--- config.mk ---
export PLATFORM = sky130hd
export DESIGN_NAME = kbd_spi_rx_flat
export DESIGN_NICKNAME = d
export VERILOG_FILES = /design/src/rtl/kbd_spi_rx_pkg.sv /design/src/rtl/kbd_spi_rx_if.sv /design/src/rtl/kbd_spi_rx_sync_edge.sv /design/src/rtl/kbd_spi_rx.sv /design/src/flat_wrapper.sv
export SDC_FILE = /design/constraint.sdc
export NUM_CORES = 1
export LEC_CHECK = 0
export CAP_MARGIN = 25
export CORE_AREA = 5 5 101 113
export CTS_CLUSTER_DIAMETER = 120
export CTS_CLUSTER_SIZE = 28
export DETAILED_ROUTE_END_ITERATION = 10
export DIE_AREA = 0 0 106 118
export PLACE_DENSITY = 0.65
export SYNTH_ARGS = -nofsm -noshare
export SYNTH_HDL_FRONTEND = slang
export SYNTH_SLANG_ARGS = --single-unit
--- constraint.sdc ---
create_clock -name CLK_14MHZ -period 2.6 [get_ports CLK_14MHZ]
set_input_delay 0.26 -clock CLK_14MHZ [delete_from_list [all_inputs] [get_ports CLK_14MHZ]]
set_output_delay 0.26 -clock CLK_14MHZ [all_outputs]
set_load 0.01 [all_outputs]
--- src/rtl/kbd_spi_rx_pkg.sv ---
// kbd_spi_pkg: shared constants and types for the keyboard SPI receiver.
//   - frame command codes and payload lengths
//   - receiver FSM state encoding
//   - key matrix geometry (8 rows x 5 columns)
package kbd_spi_pkg;

    localparam int ROWS        = 8;
    localparam int COLS        = 5;
    localparam int MATRIX_BITS = ROWS * COLS;

    localparam logic [7:0] CMD_MATRIX = 8'h01;
    localparam logic [7:0] CMD_JOY    = 8'h02;

    localparam logic [2:0] MATRIX_LEN = 3'd5;
    localparam logic [2:0] JOY_LEN    = 3'd1;

    typedef enum logic [1:0] {
        ST_IDLE,
        ST_CMD,
        ST_PAYLOAD,
        ST_SKIP
    } kbd_state_t;

endpackage

--- src/rtl/kbd_spi_rx_if.sv ---
// kbd_spi_rx_if: keyboard link and port #FE read bus.
//   KBD_CS, KBD_CLK, KBD_DI : SPI from the controller (CS active-low, mode 0)
//   A_HI                    : CPU A[15:8], row selects, active-low
//   KD                      : key columns for port #FE bits 4:0, active-low
//   FRAME_OK / FRAME_ERR    : one-cycle frame commit / discard pulses
//   JOY                     : joystick {fire,up,down,left,right}, only when
//                             KBD_SPI_RX_JOY_EN is defined
//   state_dbg               : receiver FSM state, for observation
// Handshake: there is no valid/ready flow control on this link. Each SPI
// bit is accepted on a detected SCK rise while CS is low; a frame's
// contents become visible on KD/JOY only when FRAME_OK pulses.
interface kbd_spi_rx_if;
    import kbd_spi_pkg::*;

    logic       KBD_CS;
    logic       KBD_CLK;
    logic       KBD_DI;
    logic [7:0] A_HI;
    logic [4:0] KD;
    logic       FRAME_OK;
    logic       FRAME_ERR;
`ifdef KBD_SPI_RX_JOY_EN
    logic [4:0] JOY;
`endif
    kbd_state_t state_dbg;

`ifdef KBD_SPI_RX_JOY_EN
    modport master (output KBD_CS, KBD_CLK, KBD_DI, A_HI,
                    input  KD, FRAME_OK, FRAME_ERR, JOY, state_dbg);
    modport slave  (input  KBD_CS, KBD_CLK, KBD_DI, A_HI,
                    output KD, FRAME_OK, FRAME_ERR, JOY, state_dbg);
`else
    modport master (output KBD_CS, KBD_CLK, KBD_DI, A_HI,
                    input  KD, FRAME_OK, FRAME_ERR, state_dbg);
    modport slave  (input  KBD_CS, KBD_CLK, KBD_DI, A_HI,
                    output KD, FRAME_OK, FRAME_ERR, state_dbg);
`endif

endinterface

--- src/rtl/kbd_spi_rx_sync_edge.sv ---
// spi_sync_edge: multi-flop synchroniser with rise/fall detection.
//   clk   : sampling clock
//   din   : asynchronous input
//   level : synchronised level
//   rise  : one-cycle pulse on a synchronised 0->1 transition
//   fall  : one-cycle pulse on a synchronised 1->0 transition
// STAGES must be at least 2.
// The chain has no reset on purpose: it keeps tracking the pin during
// reset, so leaving reset never produces a false edge from a stale value.
module spi_sync_edge #(
    parameter int STAGES = 2
) (
    input  logic clk,
    input  logic din,
    output logic level,
    output logic rise,
    output logic fall
);

    logic [STAGES-1:0] sync_q;
    logic              level_d_q;

    always_ff @(posedge clk) begin
        sync_q    <= {sync_q[STAGES-2:0], din};
        level_d_q <= sync_q[STAGES-1];
    end

    assign level = sync_q[STAGES-1];
    assign rise  = level & ~level_d_q;
    assign fall  = ~level & level_d_q;

endmodule

--- src/rtl/kbd_spi_rx.sv ---
// kbd_spi_rx: SPI slave receiver for the keyboard link, holding the 8x5 ZX
// key matrix and driving KD[4:0] for port #FE reads.
//   CLK_14MHZ : system clock
//   RESET     : synchronous reset, active-high
//   bus       : kbd_spi_rx_if.slave (SPI pins, A_HI, KD, frame pulses)
// Parameters:
//   SYNC_STAGES    : synchroniser depth on CS/SCK/DI (>= 2)
//   TIMEOUT_CYCLES : CLK_14MHZ cycles allowed between SCK rises in a frame
// Optional feature macro: KBD_SPI_RX_JOY_EN adds command 0x02 and bus.JOY.
//
// Frame: command byte, then payload, MSB first. The MATRIX payload is five
// bytes forming one 40-bit word, byte k at bits [8k+7:8k]; row r occupies
// bits [5r+4:5r] and column c of row r is bit 5r+c (0 = pressed). Row 0
// is therefore the low five bits of the first payload byte.
// Payload lands in a shadow buffer and is copied to the live matrix in a
// single cycle when CS rises on a complete frame.
module kbd_spi_rx #(
    parameter int SYNC_STAGES    = 2,
    parameter int TIMEOUT_CYCLES = 4096
) (
    input  logic       CLK_14MHZ,
    input  logic       RESET,
    kbd_spi_rx_if.slave bus
);
    import kbd_spi_pkg::*;

    localparam int             TO_W   = $clog2(TIMEOUT_CYCLES);
    localparam logic [TO_W-1:0] TO_MAX = TO_W'(TIMEOUT_CYCLES - 1);

    // Synchronised inputs and edges
    logic cs_s, cs_rise, cs_fall;
    logic sck_rise, sck_level_unused, sck_fall_unused;
    logic [SYNC_STAGES-1:0] di_sync_q;
    logic di_s;

    spi_sync_edge #(.STAGES(SYNC_STAGES)) u_cs_sync (
        .clk   (CLK_14MHZ),
        .din   (bus.KBD_CS),
        .level (cs_s),
        .rise  (cs_rise),
        .fall  (cs_fall)
    );

    spi_sync_edge #(.STAGES(SYNC_STAGES)) u_sck_sync (
        .clk   (CLK_14MHZ),
        .din   (bus.KBD_CLK),
        .level (sck_level_unused),
        .rise  (sck_rise),
        .fall  (sck_fall_unused)
    );

    // DI needs no edge detection, only the same latency as SCK.
    always_ff @(posedge CLK_14MHZ) begin
        di_sync_q <= {di_sync_q[SYNC_STAGES-2:0], bus.KBD_DI};
    end
    assign di_s = di_sync_q[SYNC_STAGES-1];

    // State and datapath registers
    kbd_state_t             state_q, state_n;
    logic [2:0]             bit_cnt_q;
    logic [2:0]             byte_cnt_q;
    logic [2:0]             exp_len_q;
    logic [6:0]             shift_q;
    logic [MATRIX_BITS-1:0] shadow_q;
    logic [MATRIX_BITS-1:0] matrix_q;
    logic [TO_W-1:0]        to_cnt_q;
    logic                   frame_ok_q, frame_err_q;
`ifdef KBD_SPI_RX_JOY_EN
    logic                   joy_sel_q;
    logic [4:0]             joy_q;
`endif

    // Per-cycle decode
    logic       in_frame, frame_start, timeout_hit, take, byte_done;
    logic       cmd_known, cmd_is_joy, commit, abort;
    logic [2:0] bit_pos;
    logic [7:0] byte_val;
    logic [4:0] kd_n;

    assign in_frame    = (state_q == ST_CMD) || (state_q == ST_PAYLOAD);
    assign frame_start = (state_q == ST_IDLE) && cs_fall;
    // A rise on the very cycle the counter expires still counts as in time.
    assign timeout_hit = in_frame && !cs_s && !cs_rise && !sck_rise
                         && (to_cnt_q == TO_MAX);
    // A CS fall and SCK rise in the same cycle: the bit is the command MSB.
    assign take        = sck_rise && !cs_rise && !timeout_hit
                         && (in_frame || frame_start);
    assign bit_pos     = (state_q == ST_IDLE) ? 3'd0 : bit_cnt_q;
    assign byte_val    = {shift_q, di_s};
    assign byte_done   = take && (bit_pos == 3'd7);

`ifdef KBD_SPI_RX_JOY_EN
    assign cmd_is_joy  = (byte_val == CMD_JOY);
    assign cmd_known   = (byte_val == CMD_MATRIX) || cmd_is_joy;
`else
    assign cmd_is_joy  = 1'b0;
    assign cmd_known   = (byte_val == CMD_MATRIX);
`endif

    // FSM state register
    always_ff @(posedge CLK_14MHZ) begin
        if (RESET) state_q <= ST_IDLE;
        else       state_q <= state_n;
    end

    // FSM next state and commit/abort decisions
    always_comb begin
        state_n = state_q;
        commit  = 1'b0;
        abort   = 1'b0;
        if (cs_rise) begin
            state_n = ST_IDLE;
            if ((state_q == ST_PAYLOAD) && (byte_cnt_q == exp_len_q)
                && (bit_cnt_q == 3'd0))
                commit = 1'b1;
            else if (in_frame)
                abort = 1'b1;
        end else if (timeout_hit) begin
            state_n = ST_SKIP;
            abort   = 1'b1;
        end else begin
            case (state_q)
                ST_IDLE: if (cs_fall)   state_n = ST_CMD;
                ST_CMD:  if (byte_done) state_n = cmd_known ? ST_PAYLOAD : ST_SKIP;
                default: ;
            endcase
        end
    end

    // Datapath
    always_ff @(posedge CLK_14MHZ) begin
        if (RESET) begin
            bit_cnt_q   <= '0;
            byte_cnt_q  <= '0;
            exp_len_q   <= '0;
            shift_q     <= '0;
            shadow_q    <= '1;
            matrix_q    <= '1;
            to_cnt_q    <= '0;
            frame_ok_q  <= 1'b0;
            frame_err_q <= 1'b0;
`ifdef KBD_SPI_RX_JOY_EN
            joy_sel_q   <= 1'b0;
            joy_q       <= '0;
`endif
        end else begin
            frame_ok_q  <= commit;
            frame_err_q <= abort;

            if (take) shift_q <= byte_val[6:0];

            if (state_q == ST_IDLE) begin
                bit_cnt_q  <= take ? 3'd1 : 3'd0;
                byte_cnt_q <= '0;
            end else if (take) begin
                bit_cnt_q <= bit_cnt_q + 3'd1;
            end

            if ((state_q == ST_CMD) && byte_done && cmd_known) begin
                exp_len_q <= cmd_is_joy ? JOY_LEN : MATRIX_LEN;
`ifdef KBD_SPI_RX_JOY_EN
                joy_sel_q <= cmd_is_joy;
`endif
            end

            // Bytes past the expected length are dropped and mark the
            // frame as over-long so the commit check fails.
            if ((state_q == ST_PAYLOAD) && byte_done) begin
                if (byte_cnt_q < exp_len_q) begin
                    for (int i = 0; i < int'(MATRIX_LEN); i++)
                        if (byte_cnt_q == 3'(i)) shadow_q[8*i +: 8] <= byte_val;
                    byte_cnt_q <= byte_cnt_q + 3'd1;
                end else begin
                    byte_cnt_q <= exp_len_q + 3'd1;
                end
            end

            if (frame_start || abort) shadow_q <= '1;

            if (commit) begin
`ifdef KBD_SPI_RX_JOY_EN
                if (joy_sel_q) joy_q    <= shadow_q[4:0];
                else           matrix_q <= shadow_q;
`else
                matrix_q <= shadow_q;
`endif
            end

            // Saturates so a stalled link cannot wrap into a second timeout.
            if (cs_s || sck_rise || (state_q == ST_IDLE))
                to_cnt_q <= '0;
            else if (to_cnt_q != TO_MAX)
                to_cnt_q <= to_cnt_q + TO_W'(1);
        end
    end

    // KD: a column reads 0 if any selected row has that key pressed.
    always_comb begin
        kd_n = '1;
        for (int c = 0; c < COLS; c++)
            for (int r = 0; r < ROWS; r++)
                kd_n[c] = kd_n[c] & (bus.A_HI[r] | matrix_q[r*COLS + c]);
    end

    assign bus.KD        = kd_n;
    assign bus.FRAME_OK  = frame_ok_q;
    assign bus.FRAME_ERR = frame_err_q;
    assign bus.state_dbg = state_q;
`ifdef KBD_SPI_RX_JOY_EN
    assign bus.JOY       = joy_q;
`endif

endmodule

--- src/flat_wrapper.sv ---
// flat-port wrapper written by rule: the top's interface ports become plain ports
module kbd_spi_rx_flat import kbd_spi_pkg::*;
#(
    parameter int SYNC_STAGES    = 2,
    parameter int TIMEOUT_CYCLES = 4096
)
  (CLK_14MHZ, RESET, bus_KBD_CS, bus_KBD_CLK, bus_KBD_DI, bus_A_HI, bus_KD, bus_FRAME_OK, bus_FRAME_ERR, bus_state_dbg);
  kbd_spi_rx_if bus_i ();
  input  logic CLK_14MHZ;
  input  logic RESET;
  input wire logic [$bits(bus_i.KBD_CS)-1:0] bus_KBD_CS;
  input wire logic [$bits(bus_i.KBD_CLK)-1:0] bus_KBD_CLK;
  input wire logic [$bits(bus_i.KBD_DI)-1:0] bus_KBD_DI;
  input wire logic [$bits(bus_i.A_HI)-1:0] bus_A_HI;
  output wire logic [$bits(bus_i.KD)-1:0] bus_KD;
  output wire logic [$bits(bus_i.FRAME_OK)-1:0] bus_FRAME_OK;
  output wire logic [$bits(bus_i.FRAME_ERR)-1:0] bus_FRAME_ERR;
  output wire logic [$bits(bus_i.state_dbg)-1:0] bus_state_dbg;
  assign bus_i.KBD_CS = bus_KBD_CS;
  assign bus_i.KBD_CLK = bus_KBD_CLK;
  assign bus_i.KBD_DI = bus_KBD_DI;
  assign bus_i.A_HI = bus_A_HI;
  assign bus_KD = bus_i.KD;
  assign bus_FRAME_OK = bus_i.FRAME_OK;
  assign bus_FRAME_ERR = bus_i.FRAME_ERR;
  assign bus_state_dbg = bus_i.state_dbg;
  kbd_spi_rx #(.SYNC_STAGES(SYNC_STAGES), .TIMEOUT_CYCLES(TIMEOUT_CYCLES)) u_core (.CLK_14MHZ(CLK_14MHZ), .RESET(RESET), .bus(bus_i));
endmodule
Word level (Yosys, flattened, before mapping) --
Cells that the tools add are included.
Cells by class: $add $sub $neg 4, $lt $le $gt $ge 1, eq/ne operators 13, mux-type cells 18, bitwise logic cells 81, reductions and logical operators 38
Operators by type and width (count):
- bitwise OR 1 bit | 40
- AND 1 bit | 38
- two-way mux 3 bit | 6
- AND reduction 3 bit | 6
- logical AND 1 bit | 14
- adder 12 x 1 -> 12 bit (second input constant) | 1
- == test 12 bit (second input constant) | 1
- != test 12 bit (second input constant) | 1
- adder 3 x 1 -> 3 bit (second input constant) | 3
- == test 8 x 1 -> 1 bit (second input constant) | 1
- two-way mux 1 bit | 8
- == test 3 x 2 -> 1 bit (second input constant) | 2
- == test 3 bit (second input constant) | 2
- logical NOT 3 bit | 2
- two-way mux 2 bit | 3
- != test 3 x 1 -> 1 bit (second input constant) | 2
- OR reduction 2 bit | 3
- logical OR 1 bit | 5
- logical NOT 1 bit | 4
- one-hot mux 2 bit (2 select lines) | 1
- nonzero test 2 bit | 2
- == test 3 x 1 -> 1 bit (second input constant) | 1
- == test 3 bit | 1
- less-than comparator 3 bit | 1
- 5 further kinds | 7
Word-level totals: flip-flop bits (word level) 118, input bits 13, output and inout bits 9, word-level logic and storage cells 174

Longest topological paths before layout --
depth after elaboration 13, mapped depth 9

Cells and area by module --
From an unflattened synthesis, not the netlist that was laid out.
Unflattened totals: cells, all modules 522, area, all modules 4829.6 µm²
Modules (own cells, without submodules):
- kbd_spi_rx | instances 1, cells each 512, area each 4679.5 µm²
- spi_sync_edge | instances 2, cells each 5, area each 75.1 µm²

Worst setup path after synthesis --
No wires, ideal clock.
path kind reg-to-reg, start point register u_core.state_q[0] (netlist: u_core.bus.state_dbg[0]), end point register u_core.shadow_q[16], arrival time 1.818 ns, required time 2.481 ns, path slack 0.663 ns, cell stages (with the launch flop) 10, buffers on the path 2, cells stage by stage dfxtp_1 -> inv_1 -> ha_1 -> buf_6 -> nand4b_4 -> nor4b_4 -> buf_6 -> nand4_4 -> mux2i_1 -> nand2_1
On the way: word-level cells in the longest chain between the ends 12, elaborated cells between the ends (all ways) 26, classes of those cells 3 x eq/ne; 5 x mux; 18 x reduce/logical
RTL lines:
- from (decl) | RTL line kbd_spi_rx.sv:59 | kbd_state_t state_q, state_n;
- from (signal assigned) | RTL line kbd_spi_rx.sv:103 | else state_q <= state_n;
- == test 2 x 1 -> 1 bit or == test 2 bit (tied branches) | RTL line kbd_spi_rx.sv:80, kbd_spi_rx.sv:113, kbd_spi_rx.sv:168
- logical OR 1 bit | RTL line kbd_spi_rx.sv:80 | assign in_frame = (state_q == ST_CMD) || (state_q == ST_PAYLOAD);
- logical AND 1 bit (3 in series) | RTL line kbd_spi_rx.sv:83 | assign timeout_hit = in_frame && !cs_s && !cs_rise && !sck_rise
- logical AND 1 bit | RTL line kbd_spi_rx.sv:84 | && (to_cnt_q == TO_MAX);
- logical NOT 1 bit | RTL line kbd_spi_rx.sv:86 | assign take = sck_rise && !cs_rise && !timeout_hit
- logical AND 1 bit | RTL line kbd_spi_rx.sv:86
- logical AND 1 bit | RTL line kbd_spi_rx.sv:87 | && (in_frame || frame_start);
- logical AND 1 bit | RTL line kbd_spi_rx.sv:90 | assign byte_done = take && (bit_pos == 3'd7);
- logical AND 1 bit | RTL line kbd_spi_rx.sv:168 | if ((state_q == ST_PAYLOAD) && byte_done) begin
- AND reduction 3 bit (no line)
- to (signal, indexed assignment) | RTL line kbd_spi_rx.sv:171 | if (byte_cnt_q == 3'(i)) shadow_q[8*i +: 8] <= byte_val;
- to (decl) | RTL line kbd_spi_rx.sv:64 | logic [MATRIX_BITS-1:0] shadow_q;
Parallel ways exist; a longest one is shown, timed or not. A chain may end at the register's enable or synchronous reset.

Final worst setup path --
start point input port bus_A_HI[7], end point output port bus_KD[0]
On the way: word-level cells in the longest chain between the ends 2
RTL lines:
- from (decl) | RTL line flat_wrapper.sv:14 | input wire logic [$bits(bus_i.A_HI)-1:0] bus_A_HI;
- bitwise OR 1 bit | RTL line kbd_spi_rx.sv:202 | kd_n[c] = kd_n[c] & (bus.A_HI[r] | matrix_q[r*COLS + c]);
- AND 1 bit | RTL line kbd_spi_rx.sv:202
- to (decl) | RTL line flat_wrapper.sv:15 | output wire logic [$bits(bus_i.KD)-1:0] bus_KD;
Every way passes these cells.

==> flow_summary.toml <==
[timing]
tightest_slew_ns = 0.6399
relSlewSlack = 0.5734
timing.hold.ws_ns = 0.2892
min_period_ns = 2.292
setup_viol = 0
hold_violations = 0
tns_ns = 0
setup_ws_ns = 0.3084
slew_violations = 0
clock_skew_ns = 0.004980
rsz0062_at_grt = "false"
fin_crit_sh = 0.8814
fmax_ghz = 0.4364

[setup_path]
rr_startpoint = "u_core.exp_len_q[0]$_SDFFE_PP0P_"
cp_max_fo = 5
crit_start = "bus_A_HI[7]"
crit_chain = "clkdlybuf4s50_1 -> o22ai_1 -> nor4_1 -> clkdlybuf4s50_1"
crit_path_start_kind = "input port"
r2r_slack_ns = 0.36
critPathCaptureType = "output port"
worstPathRequired_ns = 2.34
endpoint = "bus_KD[0]"
r2r_end = "u_core.shadow_q[29]$_SDFFE_PP1P_"
worstSetupPathType = "input port to output port"
arrival_ns = 2.03
slowest_delay_ns = 0.62
cpMostUsedCell = "clkdlybuf4s50_1"
r2r_cells = 8
cp_slowest_cell = "clkdlybuf4s50_1"

[min_path]
min_path_cells = 1
min_path_type = "input port to register"
holdCritStartpoint = "bus_KBD_DI"

[place]
gp_congestion = 0.8244
io_buffers = 21
pre_cts_slack_ns = 0.3271
dp_hpwl_mm = 7.385
placed_area_sq_um = 5268

[outcome]
status = "completed"

[clock_tree]
clkLatencyLatePin_ns = 0.41
clkSinkCount = 118
cts_resized = 0
cts_root_buf = "clkbuf_16"
cts_setup_buffers = 0
h-tree-depth = 4
cts_made_buffers = 17
cts.clk_slew.worst_paths_ns = 0.05
clockBufferDepth = 2
postCtsHoldBufs = 0
tritoncts = "yes"

[yosys]
synth_edf_count = 0
syn-num-nets = 502
ys_async_sr_fraction = 0
synth.avg_cell_area_sq_um = 10.42
synthFlopType = "dfxtp_1"
synth.distinct_cells = 46
synth_commonest_cells = "dfxtp_1 (118), mux2i_1 (51), nand2_1 (44)"
synth_top_area_cell = "dfxtp_1"
synth_cells = 476
yosysMostFrequentCell = "dfxtp_1"
syn_area_sq_um = 4961
synth.top_cell.area_share = 0.4762
seq_area_frac_synth = 0.4762
yosysWarnings = 0
synth_seq_cells = 118
yosys-top-cells-area = "dfxtp_1 (48%), mux2i_1 (10%), a211o_1 (7.4%)"

[pwr]
leakage_nw = 2.478
power_density_nw_per_um2 = 724.1
ir_worst_vdd_v = 0.0004110

[global_routing]
grt_usage = 0.1905
grt_remaining_overflow = 0
antenna_found_initial = 0
first_global_vias = 3515
grt_max_degree = 65
grt_pass1_wl_mm = 18.69

[floorplanning]
core_area_sq_um = 10150
rows = 39
die_y_um = 118
initial_utilization = 0.4888
die_w_um = 106
die_area_sq_um = 12510
ioPinCount = 22

[cells_and_area]
drive_gt1_frac = 0.1137
nets = 523
antenna_cells = 0
nFillCells = 881
design_area_sq_um = 5861
synthToLayoutAreaGrowth_pct = 18.13

[drt]
via_count = 3455
drtAntennaViolNets = 0
vias_per_cell = 5.458
drt-pass1-iter-count = 4
wl_per_cell_um = 17.51
routed_wl_mm = 11.08
drt-initial-drc-count = 211
post-route-drc-count = 0

[job]
drv_cap = 0
[power breakdown]
group          internal [mW]  total [mW]  switching [mW]
Combinational         0.0463       0.115          0.0684
Sequential              1.82        1.83         0.00919
Clock                   1.48        2.30           0.823
[registers in the layout (all words and copies together) (netlist names), 2 cells and up]
| register | cells |
|---|---|
| u_core.shadow_q | 40 |
| u_core.bit_cnt_q | 3 |
| u_core.matrix_q | 40 |
| u_core.bus.state_dbg | 2 |
| u_core.byte_cnt_q | 3 |
| u_core.shift_q | 7 |
| u_core.di_sync_q | 2 |
| u_core.to_cnt_q | 12 |
| u_core.u_sck_sync.sync_q | 2 |
| u_core.u_cs_sync.sync_q | 2 |
[area by class of cell]
type | count | area (sq um) | share of cell area
multi-input cells | 319 | 2420 | 0.4129
flip-flops and latches | 118 | 2362 | 0.4031
clock buffers | 20 | 466.7 | 0.07963
repair buffers | 28 | 282.8 | 0.04825
well taps | 123 | 153.9 | 0.02626
clock inverters | 12 | 126.4 | 0.02156
inverters | 13 | 48.80 | 0.008326
[per-layer routing]
| metal | up-vias | GRT usage | wire, um |
|---|---|---|---|
| met3 | 13 | 0.05266 | 567 |
| met4 | 0 | 0.05992 | 136 |
| met1 | 1643 | 0.2501 | 5007 |
| met5 | - | 0 | 0 |
| li1 | 1729 | - | - |
| met2 | 70 | 0.3038 | 5371 |
[cell usage in the layout (no fill, tap or decap), types with 17 or more instances in the layout]
| cell type | synthesis | layout |
|---|---|---|
| dfxtp_1 | 118 | 118 |
| clkbuf_16 | 0 | 17 |
| nand2_1 | 44 | 44 |
| and2_1 | 19 | 19 |
| o22ai_1 | 20 | 20 |
| a211o_1 | 42 | 42 |
| nor2_1 | 23 | 23 |
| clkdlybuf4s50_1 | 0 | 20 |
| nor2b_1 | 27 | 27 |
| mux2i_1 | 51 | 51 |
[worst min path at each step]
stage                     slack, ns                           to
final                          0.29  u_core.di_sync_q[0]$_DFF_P_
after global routing           0.28  u_core.di_sync_q[0]$_DFF_P_
after CTS                      0.28  u_core.di_sync_q[0]$_DFF_P_
after detailed placement       0.32  u_core.di_sync_q[1]$_DFF_P_
after global placement         0.32  u_core.di_sync_q[1]$_DFF_P_
after floorplan                0.29  u_core.di_sync_q[0]$_DFF_P_
[logic make-up after synthesis]
family / after synthesis / synth area share
AOI/OAI and AO/OA: 81 / 0.1261
DFF: 118 / 0.4762
buffers and inverters: 39 / 0.03909
and+or+nand+nor: 163 / 0.2018
adders and majority gates: 13 / 0.03279
xor gates and xnor gates: 9 / 0.01589
muxes: 53 / 0.1082
[through the flow]
stage / utilization / power, mW / instances
5_1_grt: 0.5774 / 4.373 / 633
3_3_place_gp: 0.5190 / 1.980 / 601
6_report: 0.5774 / 4.244 / 633
4_1_cts: 0.5774 / 4.281 / 633
3_5_place_dp: 0.5190 / 1.981 / 601
2_1_floorplan: - / 1.926 / 476
[critical path: cells and delay by family]
kind	cells	cell delay [ns]
AND/OR/NAND/NOR	1	0.39
AO/OA/AOI/OAI	1	0.16
buffers and inverters	2	1.22
Power figures use the tool's default switching activity.
